**config.mk**
```make
export PLATFORM = sky130hd
export DESIGN_NAME = rr_arbiter
export DESIGN_NICKNAME = d
export VERILOG_FILES = /design/src/rtl/arb_pkg.sv /design/src/rtl/grant_decoder.sv /design/src/rtl/rr_arbiter.sv
export SDC_FILE = /design/constraint.sdc
export NUM_CORES = 1
export LEC_CHECK = 0
export BUFFER_PORTS_ARGS = -buffer_cell sky130_fd_sc_hd__buf_2
export CAP_MARGIN = 40
export CORE_ASPECT_RATIO = 1.2
export CORE_MARGIN = 2
export CORE_UTILIZATION = 41
export CTS_CLUSTER_DIAMETER = 30
export DETAILED_ROUTE_END_ITERATION = 16
export PLACE_DENSITY = 0.66
export SLEW_MARGIN = 40
export SYNTH_ARGS = -nofsm -noshare
export SYNTH_HDL_FRONTEND = slang
export SYNTH_SLANG_ARGS = --single-unit
export TNS_END_PERCENT = 20
```
**constraint.sdc**
```tcl
create_clock -name clk -period 2.2 [get_ports clk]
set_input_delay 0.33 -clock clk [delete_from_list [all_inputs] [get_ports clk]]
set_output_delay 0.33 -clock clk [all_outputs]
set_load 0.05 [all_outputs]
```
**src/rtl/arb_pkg.sv**
```systemverilog
// Shared types and defaults for the round-robin arbiter.
package arb_pkg;

  typedef enum logic {
    ARB_IDLE  = 1'b0,
    ARB_GRANT = 1'b1
  } arb_state_t;

  localparam int ARB_N_DEFAULT = 4;
  localparam int ARB_HOLD_W    = 8;

endpackage

```
**src/rtl/grant_decoder.sv**
```systemverilog
// Binary-to-one-hot decoder with enable, built as a tree of 1-to-2 stages.
// Purely combinational, zero latency, no flow control.
module decoder_1_to_2 (
  input  logic       en,
  input  logic       sel,
  output logic [1:0] y
);

  assign y[0] = en & ~sel;
  assign y[1] = en &  sel;

endmodule

module grant_decoder
  import arb_pkg::*;
#(
  parameter int N = ARB_N_DEFAULT
) (
  input  logic                 en,
  input  logic [$clog2(N)-1:0] id,
  output logic [N-1:0]         onehot
);

  localparam int IW = $clog2(N);

  // Heap-ordered tree: node k feeds nodes 2k+1 and 2k+2; leaves are N-1..2N-2.
  logic [2*N-2:0] node_en;

  assign node_en[0] = en;

  for (genvar l = 0; l < IW; l++) begin : g_level
    for (genvar j = 0; j < (1 << l); j++) begin : g_node
      localparam int K = (1 << l) - 1 + j;
      decoder_1_to_2 u_dec (
        .en  (node_en[K]),
        .sel (id[IW-1-l]),
        .y   (node_en[2*K+2:2*K+1])
      );
    end
  end

  assign onehot = node_en[2*N-2:N-1];

endmodule

```
**src/rtl/rr_arbiter.sv**
```systemverilog
// Round-robin arbiter, 1-cycle grant latency; ena=0 masks gnt and freezes all state.
// Optional hold-timeout forced rotation under `ARB_TIMEOUT_EN; default build has none.
module rr_arbiter
  import arb_pkg::*;
#(
  parameter int N        = ARB_N_DEFAULT,
  parameter int MAX_HOLD = 8
) (
  input  logic                 clk,
  input  logic                 rst,
  input  logic                 ena,
  input  logic [N-1:0]         req,
  output logic [N-1:0]         gnt,
  output logic [$clog2(N)-1:0] gnt_id,
  output logic                 gnt_valid,
  output logic                 timeout
);

  localparam int IW = $clog2(N);

  if (!(N == 2 || N == 4 || N == 8)) begin : g_bad_n
    $error("rr_arbiter: N must be 2, 4 or 8");
  end
  if (MAX_HOLD < 2 || MAX_HOLD > 255) begin : g_bad_hold
    $error("rr_arbiter: MAX_HOLD must be in 2..255");
  end

  arb_state_t    state_q, state_d;
  logic [IW-1:0] ptr_q, ptr_d;
  logic [IW-1:0] gnt_id_q, gnt_id_d;

  logic [N-1:0]  owner_oh;
  logic [N-1:0]  others;
  logic [N-1:0]  cand;
  logic [IW-1:0] idx;
  logic [IW-1:0] win_id;
  logic          win_found;
  logic          release_own;
  logic          forced_rot;
  logic          new_grant;
  logic          hold_expired;

  always_comb begin
    owner_oh           = '0;
    owner_oh[gnt_id_q] = 1'b1;
    others             = req & ~owner_oh;
    // While granted the owner never competes, so a same-cycle drop/re-raise counts as a release.
    cand               = (state_q == ARB_GRANT) ? others : req;

    idx       = '0;
    win_id    = '0;
    win_found = 1'b0;
    for (int i = 0; i < N; i++) begin
      idx = ptr_q + IW'(i);
      if (!win_found && cand[idx]) begin
        win_found = 1'b1;
        win_id    = idx;
      end
    end

    release_own = ~req[gnt_id_q];
    forced_rot  = ena && (state_q == ARB_GRANT) && !release_own && hold_expired && (|others);

    state_d   = state_q;
    gnt_id_d  = gnt_id_q;
    ptr_d     = ptr_q;
    new_grant = 1'b0;

    if (ena) begin
      case (state_q)
        ARB_IDLE: begin
          if (win_found) begin
            state_d   = ARB_GRANT;
            new_grant = 1'b1;
          end
        end
        ARB_GRANT: begin
          if (release_own || forced_rot) begin
            if (win_found) begin
              new_grant = 1'b1;
            end else begin
              state_d = ARB_IDLE;
            end
          end
        end
        default: state_d = ARB_IDLE;
      endcase
    end

    if (new_grant) begin
      gnt_id_d = win_id;
      ptr_d    = win_id + IW'(1);
    end
  end

  always_ff @(posedge clk) begin
    if (rst) begin
      state_q  <= ARB_IDLE;
      ptr_q    <= '0;
      gnt_id_q <= '0;
    end else begin
      state_q  <= state_d;
      ptr_q    <= ptr_d;
      gnt_id_q <= gnt_id_d;
    end
  end

`ifdef ARB_TIMEOUT_EN
  localparam logic [ARB_HOLD_W-1:0] HOLD_LAST = ARB_HOLD_W'(MAX_HOLD - 1);

  logic [ARB_HOLD_W-1:0] hold_cnt_q, hold_cnt_d;
  logic                  timeout_q, timeout_d;

  // Counter parks at HOLD_LAST, so a late competitor rotates on its first cycle.
  assign hold_expired = (hold_cnt_q == HOLD_LAST);

  always_comb begin
    hold_cnt_d = hold_cnt_q;
    timeout_d  = forced_rot;
    if (new_grant) begin
      hold_cnt_d = '0;
    end else if (ena && (state_q == ARB_GRANT) && !hold_expired) begin
      hold_cnt_d = hold_cnt_q + 1'b1;
    end
  end

  always_ff @(posedge clk) begin
    if (rst) begin
      hold_cnt_q <= '0;
      timeout_q  <= 1'b0;
    end else begin
      hold_cnt_q <= hold_cnt_d;
      timeout_q  <= timeout_d;
    end
  end

  assign timeout = timeout_q;
`else
  assign hold_expired = 1'b0;
  assign timeout      = 1'b0;
`endif

  assign gnt_valid = (state_q == ARB_GRANT);
  assign gnt_id    = gnt_id_q;

  grant_decoder #(
    .N (N)
  ) u_grant_decoder (
    .en     (gnt_valid & ena),
    .id     (gnt_id_q),
    .onehot (gnt)
  );

endmodule

```
==> results_dict.tcl <==
set metrics [dict create \
    ctsHoldBuffers 0 \
    final_common_cell "buf_2" \
    synth_top_family_by_area "compound AO/OA/AOI/OAI gates" \
    antenna_left 0 \
    power.density_nw_per_um2 746.9 \
    gp_congestion 0.8894 \
    io_pins 15 \
    die_w_um 40.16 \
    fmax_mhz 489.3 \
    cts_tree "built" \
    design_area_um2 754.5 \
    std_cell_rows 15 \
    grt_pass1_wl_um 2746 \
    maxSlewViolCount 0 \
    timing.final.crit_share_pct 92.90 \
    htree_num_levels 1 \
    post_cts_resized 0 \
    crit_arrival_ns 2.17 \
    ir_drop_v 0.0004367 \
    synth_nets 92 \
    clock_skew_ns 0.003656 \
    post-cts-setup-buffer-count 0 \
    root_buffer "clkbuf_4" \
    setup_ws_ns 0.1563 \
    worstHoldPathType "input port to flop" \
    track_usage_pct 21.05 \
    cts_sinks 5 \
    insertion_delay_ns 0.25 \
    vias 723 \
    syn_to_final_growth_pct 17.32 \
    dp_hpwl_um 1318 \
    multi_input_area_um2 494.2 \
    min_period_ns 2.044 \
    layout_common_cells "buf_2 (13), nand2_1 (9), a21oi_1 (8)" \
    ys_seq_area_share_pct 15.56 \
    grt_max_degree 11 \
    finalPower_mw 0.5635 \
    seqCellArea_um2 101.3 \
    yosysWarnings 0 \
    crit_fanout 7 \
    required_ns 2.33 \
    netlist.top_cell.by_area "dfxtp_1" \
    initial_core_util_pct 44.50 \
    syn-instance-count 85 \
    dpl_worst_slack_ns 0.09422 \
    yosysUniqueCellTypes 35 \
    cts-buffers-inserted 3 \
    finalSetupViolations 0 \
    cp-end-kind "flop" \
    synth_adder_area_share_pct 0 \
    maxCapViolations 0 \
    totalWireLength_um 1633 \
    synth_area_leaders "dfxtp_1 (16%), mux4_2 (7.0%), a21oi_1 (6.2%), nand2_1 (5.3%), nor3_1 (4.7%)" \
    yosysTopAreaCellShare_pct 15.56 \
    gr-total-overflow 0 \
    place_area_um2 711.9 \
    whs_ns 0.3203 \
    die_h_um 47.39 \
    synth-xor-area-share_pct 2.724 \
    status "finished clean" \
    critPathKind "flop to flop" \
    muxShareOfSynthArea_pct 10.12 \
    syn_area_um2 643.1 \
    p_leak_nw 0.3112 \
    vias_per_cell 6.233 \
    synth-compound-area-share_pct 33.07 \
    drc 0 \
    drive_gt1_share_pct 36.36 \
    hold_violations 0 \
    clk_pin_slew_ns 0.05 \
    tns_ns 0 \
    antenna_cells 0 \
    drt_iter0_drc 22 \
    first_pass_iters 4 \
    yosys.area_share.simple_pct 28.21 \
    die_area_um2 1903 \
    clock_path_buffers 2 \
    grt_pass1_vias 663 \
    wire_per_inst_um 14.08 \
    synth-seq-cells 5 \
    port_buffers 13 \
    antenna_found_initial 0 \
    fin_nets 107 \
    rsz0062_at_grt "no" \
    num-fill-cells 140 \
    core_um2 1445 \
    worstSetupStartpointType "flop" \
    synth.avg_cell_area_um2 7.566 \
]
-- where the power goes --
| group | switching, mW | internal (mW) |
|---|---|---|
| sequential | 0.0312 | 0.106 |
| combinational | 0.190 | 0.129 |
| clock | 0.0413 | 0.0659 |
-- final timing paths --
check | start | endpoint | slack (ns) | cells past startpoint
hold / removal | rst | gnt_valid | 0.32 | 2
setup / recovery | flop | ptr_q[1] | 0.16 | 6
hold reg to reg | gnt_id[1] | gnt_id[1] | 0.55 | 2
setup reg to reg | flop | ptr_q[1] | 0.16 | 6
-- Yosys cell counts --
library cell / number
o221ai_1: 2
o41ai_2: 1
nand3_1: 2
or2b_1: 1
o221a_2: 2
a22o_2: 1
and2_1: 2
a211oi_1: 4
nor2_1: 5
nand2_1: 9
inv_1: 2
o31ai_1: 1
a21oi_2: 1
buf_4: 4
xnor2_1: 1
xor2_1: 1
and4_4: 1
mux2i_1: 2
nor2b_1: 2
conb_1: 1
a21o_2: 1
nand2b_1: 3
and3_1: 1
nor4_2: 1
nor3_1: 6
clkbuf_1: 1
o21ai_0: 4
dfxtp_1: 5
a21oi_1: 8
a22o_1: 1
nand3b_1: 1
a22oi_1: 3
buf_2: 2
mux4_2: 2
buf_6: 1
-- area by class of cell --
class / instances / area share (%)
Multi-Input combinational cell: 70 / 65.51
Inverter: 2 / 0.9950
Clock buffer: 3 / 2.985
Clock inverter: 1 / 0.6633
Tap cell: 17 / 2.819
Sequential cell: 5 / 13.43
Timing Repair Buffer: 18 / 13.60
-- critical path, cell delays in order, from the launching register on --
cell	delay [ns]
dfxtp_1	0.50
xnor2_1	0.22
o221a_2	0.31
nand2_1	0.06
mux4_2	0.49
a211oi_1	0.26
nor4_2	0.08
-- metal layers --
layer | global-route usage, % | part of all wire, % | vias up | routed length, um
met2 | 35.48 | 51 | 37 | 826
met4 | 7.586 | 2.8 | 0 | 45
met1 | 24.21 | 39 | 327 | 640
met3 | 7.109 | 7.3 | 8 | 120
met5 | 0 | 0 | - | 0
li1 | - | - | 351 | -
-- logic make-up after synthesis --
| family | after synthesis |
|---|---|
| compound gates | 29 |
| simple gates | 34 |
| other cells | 1 |
| mux | 4 |
| xor+xnor | 2 |
| flops | 5 |
| buf+inv | 10 |
-- stage by stage --
stage	utilization, %	cells
floorplan	-	85
global placement	49.26	112
detailed placement	49.26	112
CTS	51.17	116
global route	52.21	116
finish	52.21	116
Note: power is estimated with default switching activity, not from simulation.
